**config.mk**
```make
export PLATFORM = sky130hd
export DESIGN_NAME = mem_stage_flat
export DESIGN_NICKNAME = d
export VERILOG_FILES = /design/src/rtl/y86_pkg.sv /design/src/rtl/mem_stage_if.sv /design/src/rtl/mem_ctrl_fsm.sv /design/src/rtl/mem_stage.sv /design/src/flat_wrapper.sv
export SDC_FILE = /design/constraint.sdc
export NUM_CORES = 1
export LEC_CHECK = 0
export CORE_AREA = 2 2 217 219
export DETAILED_ROUTE_END_ITERATION = 10
export DIE_AREA = 0 0 219 221
export PLACE_DENSITY = 0.6
export RECOVER_POWER = 50
export SYNTH_ARGS = -nofsm -noshare
export SYNTH_HDL_FRONTEND = slang
export SYNTH_SLANG_ARGS = --single-unit
```
**constraint.sdc**
```tcl
create_clock -name clk -period 5.4 [get_ports clk]
set_input_delay 0.54 -clock clk [delete_from_list [all_inputs] [get_ports clk]]
set_output_delay 0.54 -clock clk [all_outputs]
set_load 0.02 [all_outputs]
```
**src/rtl/y86_pkg.sv**
```systemverilog
// Shared Y86-64 constants for the memory stage: instruction codes, status
// codes, the "no register" id and the memory-controller state type.
package y86_pkg;

    localparam logic [3:0] I_HALT   = 4'h0;
    localparam logic [3:0] I_NOP    = 4'h1;
    localparam logic [3:0] I_RRMOVQ = 4'h2;
    localparam logic [3:0] I_IRMOVQ = 4'h3;
    localparam logic [3:0] I_RMMOVQ = 4'h4;
    localparam logic [3:0] I_MRMOVQ = 4'h5;
    localparam logic [3:0] I_OPQ    = 4'h6;
    localparam logic [3:0] I_JXX    = 4'h7;
    localparam logic [3:0] I_CALL   = 4'h8;
    localparam logic [3:0] I_RET    = 4'h9;
    localparam logic [3:0] I_PUSHQ  = 4'hA;
    localparam logic [3:0] I_POPQ   = 4'hB;

    localparam logic [2:0] S_AOK = 3'd1;
    localparam logic [2:0] S_HLT = 3'd2;
    localparam logic [2:0] S_ADR = 3'd3;
    localparam logic [2:0] S_INS = 3'd4;

    localparam logic [3:0] REG_NONE = 4'hF;

    typedef enum logic [1:0] {
        MEM_IDLE = 2'd0,
        MEM_WAIT = 2'd1,
        MEM_HALT = 2'd2
    } mem_state_t;

    function automatic logic is_mem_read(input logic [3:0] icode);
        return (icode == I_MRMOVQ) || (icode == I_POPQ) || (icode == I_RET);
    endfunction

    function automatic logic is_mem_write(input logic [3:0] icode);
        return (icode == I_RMMOVQ) || (icode == I_PUSHQ) || (icode == I_CALL);
    endfunction

    // pop and ret address through the stack pointer carried in valA
    function automatic logic uses_val_a_addr(input logic [3:0] icode);
        return (icode == I_POPQ) || (icode == I_RET);
    endfunction

endpackage

```
**src/rtl/mem_stage_if.sv**
```systemverilog
// Data-memory req/ack bus between the memory stage (master) and the
// data memory (slave).
interface mem_stage_if;
    logic        req;
    logic        we;
    logic [63:0] addr;
    logic [63:0] wdata;
    logic        ack;
    logic [63:0] rdata;

    modport master (output req, we, addr, wdata, input ack, rdata);
    modport slave  (input req, we, addr, wdata, output ack, rdata);
endinterface

```
**src/rtl/mem_ctrl_fsm.sv**
```systemverilog
// Memory-access controller: state register, timeout counter and the
// registered dmem request outputs.
module mem_ctrl_fsm
    import y86_pkg::*;
#(
    parameter int TIMEOUT = 16
) (
    input  logic        clk,
    input  logic        rst_n,
    input  logic        start,
    input  logic        fail,
    input  logic        write,
    input  logic [63:0] addr,
    input  logic [63:0] wdata,
    mem_stage_if.master dmem,
    output mem_state_t  state,
    output logic        timeout
);

    localparam int CNT_W = $clog2(TIMEOUT + 1);

    mem_state_t       state_next;
    logic [CNT_W-1:0] count;
    logic [CNT_W-1:0] count_next;
    logic             req_next;
    logic             we_next;
    logic [63:0]      addr_next;
    logic [63:0]      wdata_next;

    // an ack in the final allowed cycle takes priority over the timeout
    assign timeout = (state == MEM_WAIT) && !dmem.ack &&
                     (count == CNT_W'(TIMEOUT - 1));

    always_comb begin
        state_next = state;
        count_next = count;
        req_next   = dmem.req;
        we_next    = dmem.we;
        addr_next  = dmem.addr;
        wdata_next = dmem.wdata;
        case (state)
            MEM_IDLE: begin
                if (fail) begin
                    state_next = MEM_HALT;
                end else if (start) begin
                    state_next = MEM_WAIT;
                    req_next   = 1'b1;
                    we_next    = write;
                    addr_next  = addr;
                    wdata_next = wdata;
                    count_next = '0;
                end
            end
            MEM_WAIT: begin
                if (dmem.ack) begin
                    state_next = MEM_IDLE;
                    req_next   = 1'b0;
                    we_next    = 1'b0;
                end else if (timeout) begin
                    state_next = MEM_HALT;
                    req_next   = 1'b0;
                    we_next    = 1'b0;
                end else begin
                    count_next = count + 1'b1;
                end
            end
            default: begin
                state_next = MEM_HALT;
                req_next   = 1'b0;
                we_next    = 1'b0;
            end
        endcase
    end

    always_ff @(posedge clk or negedge rst_n) begin
        if (!rst_n) begin
            state      <= MEM_IDLE;
            count      <= '0;
            dmem.req   <= 1'b0;
            dmem.we    <= 1'b0;
            dmem.addr  <= '0;
            dmem.wdata <= '0;
        end else begin
            state      <= state_next;
            count      <= count_next;
            dmem.req   <= req_next;
            dmem.we    <= we_next;
            dmem.addr  <= addr_next;
            dmem.wdata <= wdata_next;
        end
    end

endmodule

```
**src/rtl/mem_stage.sv**
```systemverilog
// Y86-64 memory stage: decodes the M register, runs data accesses through
// mem_ctrl_fsm and loads the W register for writeback.
module mem_stage
    import y86_pkg::*;
#(
    parameter int MEM_BYTES = 4096,
    parameter int TIMEOUT   = 16
) (
    input  logic        clk,
    input  logic        rst_n,
    input  logic [2:0]  M_stat,
    input  logic [3:0]  M_icode,
    input  logic        M_cnd,
    input  logic [63:0] M_valE,
    input  logic [63:0] M_valA,
    input  logic [3:0]  M_dstE,
    input  logic [3:0]  M_dstM,
    output logic        m_stall,
    output logic [63:0] m_valM,
    output logic [2:0]  m_stat,
    mem_stage_if.master dmem,
    output logic [2:0]  W_stat,
    output logic [3:0]  W_icode,
    output logic [63:0] W_valE,
    output logic [63:0] W_valM,
    output logic [3:0]  W_dstE,
    output logic [3:0]  W_dstM,
    output logic        halted
);

    mem_state_t  state;
    logic        timeout;
    logic        rd;
    logic        wr;
    logic        memop;
    logic [63:0] mem_addr;
    logic [64:0] addr_last;
    logic        legal;
    logic        in_idle;
    logic        in_wait;
    logic        bad_addr;
    logic        start;
    logic        fail;
    logic        w_load;
    logic        unused_cnd;

    assign unused_cnd = M_cnd;

    assign rd       = is_mem_read(M_icode);
    assign wr       = is_mem_write(M_icode);
    assign memop    = (rd || wr) && (M_stat == S_AOK);
    assign mem_addr = uses_val_a_addr(M_icode) ? M_valA : M_valE;

    // 65-bit sum so an address near 2^64 cannot wrap into the legal range
    assign addr_last = {1'b0, mem_addr} + 65'd7;
    assign legal     = addr_last < 65'(MEM_BYTES);

    assign in_idle  = (state == MEM_IDLE);
    assign in_wait  = (state == MEM_WAIT);
    assign bad_addr = in_idle && memop && !legal;
    assign start    = in_idle && memop && legal;
    assign fail     = in_idle && ((M_stat != S_AOK) || bad_addr);

    assign m_stall = (state == MEM_HALT) || start || (in_wait && !dmem.ack);
    assign m_valM  = (in_wait && dmem.ack && rd) ? dmem.rdata : 64'd0;
    assign m_stat  = bad_addr ? S_ADR : M_stat;
    assign halted  = (state == MEM_HALT);
    assign w_load  = (in_idle && !start) || (in_wait && (dmem.ack || timeout));

    mem_ctrl_fsm #(.TIMEOUT(TIMEOUT)) u_ctrl (
        .clk     (clk),
        .rst_n   (rst_n),
        .start   (start),
        .fail    (fail),
        .write   (wr),
        .addr    (mem_addr),
        .wdata   (M_valA),
        .dmem    (dmem),
        .state   (state),
        .timeout (timeout)
    );

    // W register; a timed-out access is reported as an address error
    always_ff @(posedge clk or negedge rst_n) begin
        if (!rst_n) begin
            W_stat  <= S_AOK;
            W_icode <= I_NOP;
            W_valE  <= '0;
            W_valM  <= '0;
            W_dstE  <= REG_NONE;
            W_dstM  <= REG_NONE;
        end else if (w_load) begin
            W_stat  <= timeout ? S_ADR : m_stat;
            W_icode <= M_icode;
            W_valE  <= M_valE;
            W_valM  <= m_valM;
            W_dstE  <= M_dstE;
            W_dstM  <= bad_addr ? REG_NONE : M_dstM;
        end
    end

endmodule

```
**src/flat_wrapper.sv**
```systemverilog
// flat-port wrapper written by rule: the top's interface ports become plain ports
module mem_stage_flat import y86_pkg::*;
#(
    parameter int MEM_BYTES = 4096,
    parameter int TIMEOUT   = 16
)
  (clk, rst_n, M_stat, M_icode, M_cnd, M_valE, M_valA, M_dstE, M_dstM, m_stall, m_valM, m_stat, W_stat, W_icode, W_valE, W_valM, W_dstE, W_dstM, halted, dmem_req, dmem_we, dmem_addr, dmem_wdata, dmem_ack, dmem_rdata);
  mem_stage_if dmem_i ();
  input  logic clk;
  input  logic rst_n;
  input  logic [2:0] M_stat;
  input  logic [3:0] M_icode;
  input  logic M_cnd;
  input  logic [63:0] M_valE;
  input  logic [63:0] M_valA;
  input  logic [3:0] M_dstE;
  input  logic [3:0] M_dstM;
  output logic m_stall;
  output logic [63:0] m_valM;
  output logic [2:0] m_stat;
  output logic [2:0] W_stat;
  output logic [3:0] W_icode;
  output logic [63:0] W_valE;
  output logic [63:0] W_valM;
  output logic [3:0] W_dstE;
  output logic [3:0] W_dstM;
  output logic halted;
  output wire logic [$bits(dmem_i.req)-1:0] dmem_req;
  output wire logic [$bits(dmem_i.we)-1:0] dmem_we;
  output wire logic [$bits(dmem_i.addr)-1:0] dmem_addr;
  output wire logic [$bits(dmem_i.wdata)-1:0] dmem_wdata;
  input wire logic [$bits(dmem_i.ack)-1:0] dmem_ack;
  input wire logic [$bits(dmem_i.rdata)-1:0] dmem_rdata;
  assign dmem_req = dmem_i.req;
  assign dmem_we = dmem_i.we;
  assign dmem_addr = dmem_i.addr;
  assign dmem_wdata = dmem_i.wdata;
  assign dmem_i.ack = dmem_ack;
  assign dmem_i.rdata = dmem_rdata;
  mem_stage #(.MEM_BYTES(MEM_BYTES), .TIMEOUT(TIMEOUT)) u_core (.clk(clk), .rst_n(rst_n), .M_stat(M_stat), .M_icode(M_icode), .M_cnd(M_cnd), .M_valE(M_valE), .M_valA(M_valA), .M_dstE(M_dstE), .M_dstM(M_dstM), .m_stall(m_stall), .m_valM(m_valM), .m_stat(m_stat), .dmem(dmem_i), .W_stat(W_stat), .W_icode(W_icode), .W_valE(W_valE), .W_valM(W_valM), .W_dstE(W_dstE), .W_dstM(W_dstM), .halted(halted));
endmodule
```
==> out/metrics.yaml, run 1 <==
yosys:
  synthDistinctLibCells: 77
  synth_edf_count: 0
  synth_cells: 1714
  ys_ff_latch: 280
  ys_seq_area_frac: 0.4504
  ys.flop_type: "dfrtp_1"
  synthesis.area_um2: 15580
  synthArstFlopShare: 1.000
  synth_nets: 1927
  yosys_warnings: 0
  avgSynthCellArea_um2: 9.092
die:
  pin_count: 553
  die_h_um: 221
  fp.dieArea_um2: 48400
  initial_core_util: 0.3383
  num_rows: 79
  coreArea_um2: 46060
  die_w_um: 219
worst_setup_path:
  cp_max_fo: 4
  endpoint_kind: "output port"
  worstPathRequired_ns: 4.86
  worstReg2RegEnd: "u_core.u_ctrl.dmem.wdata[14]"
  reg2reg_depth: 6
  r2r_setup_slack_ns: 1.99
  critPathMaxStageDelay_ns: 0.61
  r2r_start: "u_core.u_ctrl.state[0]"
  critical_path_class: "primary input to output port"
  cpMaxStageDelayCell: "clkdlybuf4s50_1"
  crit_chain: "clkdlybuf4s50_1 > nand4b_1 > or3_1 > a222oi_1 > nor3b_1 > a22oi_1 > a2111oi_2 > nand4_1 > nor4_4 > or3_1 > clkdlybuf4s50_1"
  start_kind: "primary input"
  cp.arrival_ns: 4.61
min_path:
  hold_depth: 2
  hold_path_startpoint: "u_core.W_dstM[2]"
  hold_class: "flip-flop to flip-flop"
  holdPathEnd: "u_core.W_dstM[2]"
job:
  maxCapViolCount: 2
clock_network:
  cts_max_path_buffers: 3
  htreeDepth: 2
  root_buffer: "clkbuf_16"
  clkTransAtPathRegs_ns: 0.06
  cts_buffers: 35
  holdBufCountCts: 0
  clk-insertion-delay-late_ns: 0.55
  cts.sinks: 280
  cts_tree: "yes"
sta:
  tightestPinTransition_ns: 3.046
  slew_headroom: -1.031
  max_freq_mhz: 194.1
  skew_ns: 0.01470
  setup-tns-final_ns: 0
  fin_crit_sh: 0.9543
  rsz0062_at_grt: "no"
  drv_slew: 239
  hold_ws_ns: 0.4712
  hold_viol: 0
  setup_violations: 0
  layout_min_cycle_time_ns: 5.153
routing:
  drt_iter0_markers: 1260
  ant_nets: 0
  via_count: 15750
  post_drt_wl_per_cell_um: 22.62
  routed_wl_um: 66440
  route.detailed.drc: 0
  drt-vias-per-instance: 5.363
  firstDrtPassIters: 7
finish:
  nets: 2511
  synthToLayoutAreaGrowth_pct: 51.35
  drive_gt1_frac: 0.1050
power:
  p_per_area_nw_per_um2: 226.9
  peakVddDrop_uv: 209.5
  p_leak_nw: 10.57
  report.power.total_w: 0.005351
place:
  port_buffers: 551
  post-dp-hpwl_um: 49000
  gp_routability_congestion: 0.9311
global_route:
  grt_util_all_layers: 0.2677
  grt_first_pass_wirelength_um: 99460
  grt_max_degree: 120
  grt_pass1_vias: 15540
  antenna_found_initial: 7
  grt_overflow_total: 0
run_status:
  failed_checks: "capacitance limit, slew limit"
  outcome: "complete, but fails checks"
[critical path, delay by kind of cell]
family | cells | cell delay [ns]
AO/OA/AOI/OAI | 3 | 0.96
AND/OR/NAND/NOR | 6 | 1.87
buffers and inverters | 2 | 1.21
[worst max-delay path by stage]
stage | startpoint | endpoint
2_1_floorplan | M_icode[3] | m_stall
3_3_place_gp | M_icode[3] | m_stall
3_5_place_dp | M_icode[3] | m_stall
4_1_cts | M_icode[3] | m_stall
5_1_grt | M_valE[27] | m_stall
6_report | M_valA[26] | m_stall
[where the power goes]
part	internal (W)	switching, W	leakage, nW
clock	0.00149	0.000946	0.582
combinational	0.000346	0.000384	6.27
sequential	0.00215	0.0000382	3.72
[cell families (layout without fill, tap and decap cells)]
| group | Yosys count | after routing | share of synthesized area |
|---|---|---|---|
| and+or+nand+nor | 813 | 814 | 0.2528 |
| xor gates and xnor gates | 26 | 26 | 0.01461 |
| buffers and inverters | 142 | 751 | 0.03974 |
| DFF | 280 | 280 | 0.4504 |
| adders and majority gates | 2 | 2 | 0.001606 |
| AOI/OAI and AO/OA | 322 | 322 | 0.1496 |
| other | 0 | 6 | 0 |
| muxes | 129 | 129 | 0.09121 |
[synth_stat cells (30+ instances only)]
cell / n / share of area
o41a_1: 72 / 0.052
dfrtp_1: 270 / 0.43
a21oi_1: 81 / 0.026
clkbuf_1: 86 / 0.021
nor2_1: 160 / 0.039
nand2_1: 306 / 0.074
mux2_1: 63 / 0.046
and2_1: 120 / 0.048
o21ai_0: 77 / 0.025
nor3_1: 47 / 0.015
nand4_1: 30 / 0.012
mux2i_1: 43 / 0.028
nand3_1: 52 / 0.017
[cells in the final DEF, fill, tap and decap left out, drive strengths merged, types with 7 or more instances in the layout]
| cell type | count |
|---|---|
| nand3 | 52 |
| dfstp | 10 |
| o22ai | 13 |
| nor3 | 48 |
| o21ai | 86 |
| clkbuf | 58 |
| clkdlybuf4s50 | 376 |
| or3 | 10 |
| o41a | 72 |
| or4 | 7 |
| xor2 | 15 |
| mux2 | 86 |
| a21oi | 81 |
| and2 | 120 |
| dlygate4sd3 | 171 |
| nand4 | 31 |
| nand2 | 306 |
| inv | 20 |
| and3 | 10 |
| nor2 | 160 |
| buf | 115 |
| dfrtp | 270 |
| o31ai | 9 |
| nor4 | 30 |
| mux2i | 43 |
| xnor2 | 11 |
[per-layer routing]
layer / vias to the layer above / wire length [um] / share of wire / global-route usage
met5: - / 11 / 0.00017 / 0
met4: 2 / 991 / 0.015 / 0.05776
met3: 70 / 4919 / 0.074 / 0.05732
met2: 637 / 31040 / 0.47 / 0.4225
met1: 7747 / 29480 / 0.44 / 0.3766
li1: 7295 / - / - / -
[registers in the layout, summed over array words and instances, names as in the netlist]
signal                    flops
u_core.W_dstM                 4
u_core.W_valE                64
u_core.u_ctrl.state           2
u_core.u_ctrl.dmem.addr      64
u_core.W_stat                 3
u_core.u_ctrl.dmem.req        1
u_core.W_dstE                 4
u_core.u_ctrl.count           5
u_core.W_valM                64
u_core.W_icode                4
u_core.u_ctrl.dmem.wdata     64
u_core.u_ctrl.dmem.we         1
[timing repair]
action	in CTS	in global routing
endpoints found under the setup margin	0	2
buffers inserted	0	8
gates resized for setup	0	12
[layout make-up]
type,instances,area [um2]
Multi-Input combinational cell,1293,8073
Fill cell,4376,22480
Clock buffer,55,1094
Timing Repair Buffer,668,6456
Tap cell,607,759.5
Inverter,20,75.07
Sequential cell,280,7019
Antenna cell,6,15.01
Clock inverter,8,95.09
[stage by stage]
stage | cell area [um2] | cells | util | worst slack, ns
after detailed placement | 22270 | 2859 | 0.4834 | 0.01987
after floorplan | 15580 | 1714 | - | 1.153
after CTS | 23460 | 2922 | 0.5092 | 0.01064
after global placement | 22270 | 2859 | 0.4834 | 0.01134
after global routing | 23580 | 2936 | 0.5120 | 0.07367
final | 23590 | 2937 | 0.5121 | 0.2467
(Power assumes the default switching activity.)
==> inputs of run 2 (changes only) <==
CTS_CLUSTER_DIAMETER = 80   (was not set)
GPL_ROUTABILITY_DRIVEN = 0   (was not set)
SKIP_CTS_REPAIR_TIMING = 1   (was not set)
==> run 2 against run 1 <==
Effect of this change: the run still ends with capacitance limit, slew limit left; fmax down 3.6%; via count about the same; non-clock buffer count down 7; clock-buffer cell count up 1; largest cell class unchanged.
==> out/metrics.yaml, run 2 (same netlist as run 1, synthesis figures left out) <==
run_status:
  outcome: "complete, but fails checks"
  failed_checks: "capacitance limit, slew limit"
place:
  post-dp-hpwl_um: 48350  # -1.3%
  port_buffers: 551  # unchanged
  dpl.cell_count: 2852  # -0.24%
  placed_cell_area_um2: 22230  # -0.18%
min_path:
  holdPathEnd: "u_core.W_dstM[0]"
  hold_path_startpoint: "u_core.W_dstM[0]"
  hold_class: "flip-flop to flip-flop"
  hold_depth: 2  # unchanged
sta:
  layout_min_cycle_time_ns: 5.344  # +0.1912 ns
  max_freq_mhz: 187.1  # -3.6%
  setup_violations: 0  # unchanged
  skew_ns: 0.02284  # +0.008146 ns
  fin_crit_sh: 0.9897  # +0.03540
  rsz0062_at_grt: "no"
  drv_slew: 237  # -0.84%
  hold_viol: 0  # unchanged
  slew_headroom: -0.9073  # +0.1233
  tightestPinTransition_ns: 2.861  # -0.1849 ns
finish:
  stdcell_count: 2932  # -0.17%
  register_area_um2: 7019  # unchanged
  multi_input_area_um2: 8033  # -0.50%
  drive_gt1_frac: 0.1005  # -0.004517
  final_cell_mix: "376 x clkdlybuf4s50_1, 306 x nand2_1, 270 x dfrtp_1"
  finish.instance_area_um2: 23520  # -0.29%
  nets: 2505  # -0.24%
  layout_commonest_cell: "clkdlybuf4s50_1"
  fin_util: 0.5106  # -0.001494
  synthToLayoutAreaGrowth_pct: 50.91
  fillerInstances: 4305  # -1.6%
global_route:
  grt_pass1_vias: 15560  # +0.12%
  grt_first_pass_wirelength_um: 97660  # -1.8%
  grt_max_degree: 129  # +7.5%
  antenna_found_initial: 10  # +3
  grt_util_all_layers: 0.2619  # -0.005871
  grt_overflow_total: 0  # unchanged
die:
  die_w_um: 219  # unchanged
  initial_core_util: 0.3383  # unchanged
  die_h_um: 221  # unchanged
  coreArea_um2: 46060  # unchanged
  pin_count: 553  # unchanged
  fp.dieArea_um2: 48400  # unchanged
  num_rows: 79  # unchanged
clock_network:
  clkTransAtPathRegs_ns: 0.05  # about the same
  cts.sinks: 280  # unchanged
  htreeDepth: 2  # unchanged
  cts_tree: "yes"
  cts_max_path_buffers: 3  # unchanged
  clk-insertion-delay-late_ns: 0.55  # about the same
  cts_buffers: 36  # +2.9%
  root_buffer: "clkbuf_16"
worst_setup_path:
  endpoint_kind: "output port"
  cp.arrival_ns: 4.80  # +0.19 ns
  worstPathRequired_ns: 4.86  # about the same
  r2r_start: "u_core.u_ctrl.state[0]"
  reg2reg_depth: 6  # unchanged
  r2r_setup_slack_ns: 1.97  # -0.02 ns
  worstReg2RegEnd: "u_core.u_ctrl.dmem.wdata[52]"
  start_kind: "primary input"
  cp_max_fo: 4  # unchanged
  critical_path_class: "primary input to output port"
routing:
  post_drt_wl_per_cell_um: 22.23  # -1.8%
  via_count: 15740  # -0.089%
  met1_length_um: 27730  # -5.9%
  met3WireLength_um: 5235  # +6.4%
  firstDrtPassIters: 6  # -1
  route.detailed.drc: 0  # unchanged
  routed_wl_um: 65170  # -1.9%
  dr.max_layer_used: "met5"
  ant_nets: 0  # unchanged
  dr_wl_met2_um: 30210  # -2.7%
  drt-vias-per-instance: 5.367  # about the same
  drt_iter0_markers: 1521  # +21%
power:
  peakVddDrop_uv: 180.1  # -14%
  p_per_area_nw_per_um2: 227.5  # +0.26%
  report.power.total_w: 0.005350  # about the same
  p_leak_nw: 10.57  # about the same
job:
  maxCapViolCount: 2  # unchanged
run 2: worst max-delay path: stages:
cell	delay [ns]
clkdlybuf4s50_1	0.73
nand3_1	0.20
or4_1	0.53
a222oi_1	0.49
nor3b_1	0.32
a22oi_1	0.13
a2111oi_2	0.44
nand4_1	0.25
nor4_4	0.38
or3_1	0.18
clkdlybuf4s50_1	0.61
run 2: through the flow:
step / TNS (ns) / worst slack [ns] / hold slack [ns]
6_report: 0 / 0.05554 / 0.4731
5_1_grt: 0 / 0.004996 / 0.4902
4_1_cts: -0.08787 / -0.08787 / 0.06968
3_5_place_dp: -0.5419 / -0.09415 / 0.4661
3_3_place_gp: -0.02567 / -0.02567 / 0.4578
2_1_floorplan: 0 / 1.153 / 0.2444
run 2: layout make-up:
class	count	area share
Sequential cell	280	0.2985
Clock buffer	56	0.04794
Multi-Input combinational cell	1293	0.3416
Timing Repair Buffer	661	0.2723
Antenna cell	6	0.0006384
Inverter	20	0.003192
Tap cell	607	0.03229
Clock inverter	9	0.003618
run 2: worst max path at each step:
| stage | slack, ns | startpoint | endpoint |
|---|---|---|---|
| floorplan | 1.15 | M_icode[3] | m_stall |
| global placement | -0.03 | M_icode[3] | m_stall |
| detailed placement | -0.09 | M_icode[3] | m_stall |
| CTS | -0.09 | M_icode[3] | m_stall |
| global route | 0.005 | M_valE[15] | m_stall |
| finish | 0.06 | M_valE[27] | m_stall |
run 2: report_power, final:
group	switching (W)	internal (W)	total [W]
sequential	0.0000367	0.00215	0.00219
clock	0.000954	0.00149	0.00244
combinational	0.000381	0.000342	0.000722
run 2: routing by layer:
metal  up-vias  global-route usage
met5         -                   0
met4         2             0.08740
met3       130             0.05993
met2       693              0.4147
met1      7639              0.3521
li1       7273                   -
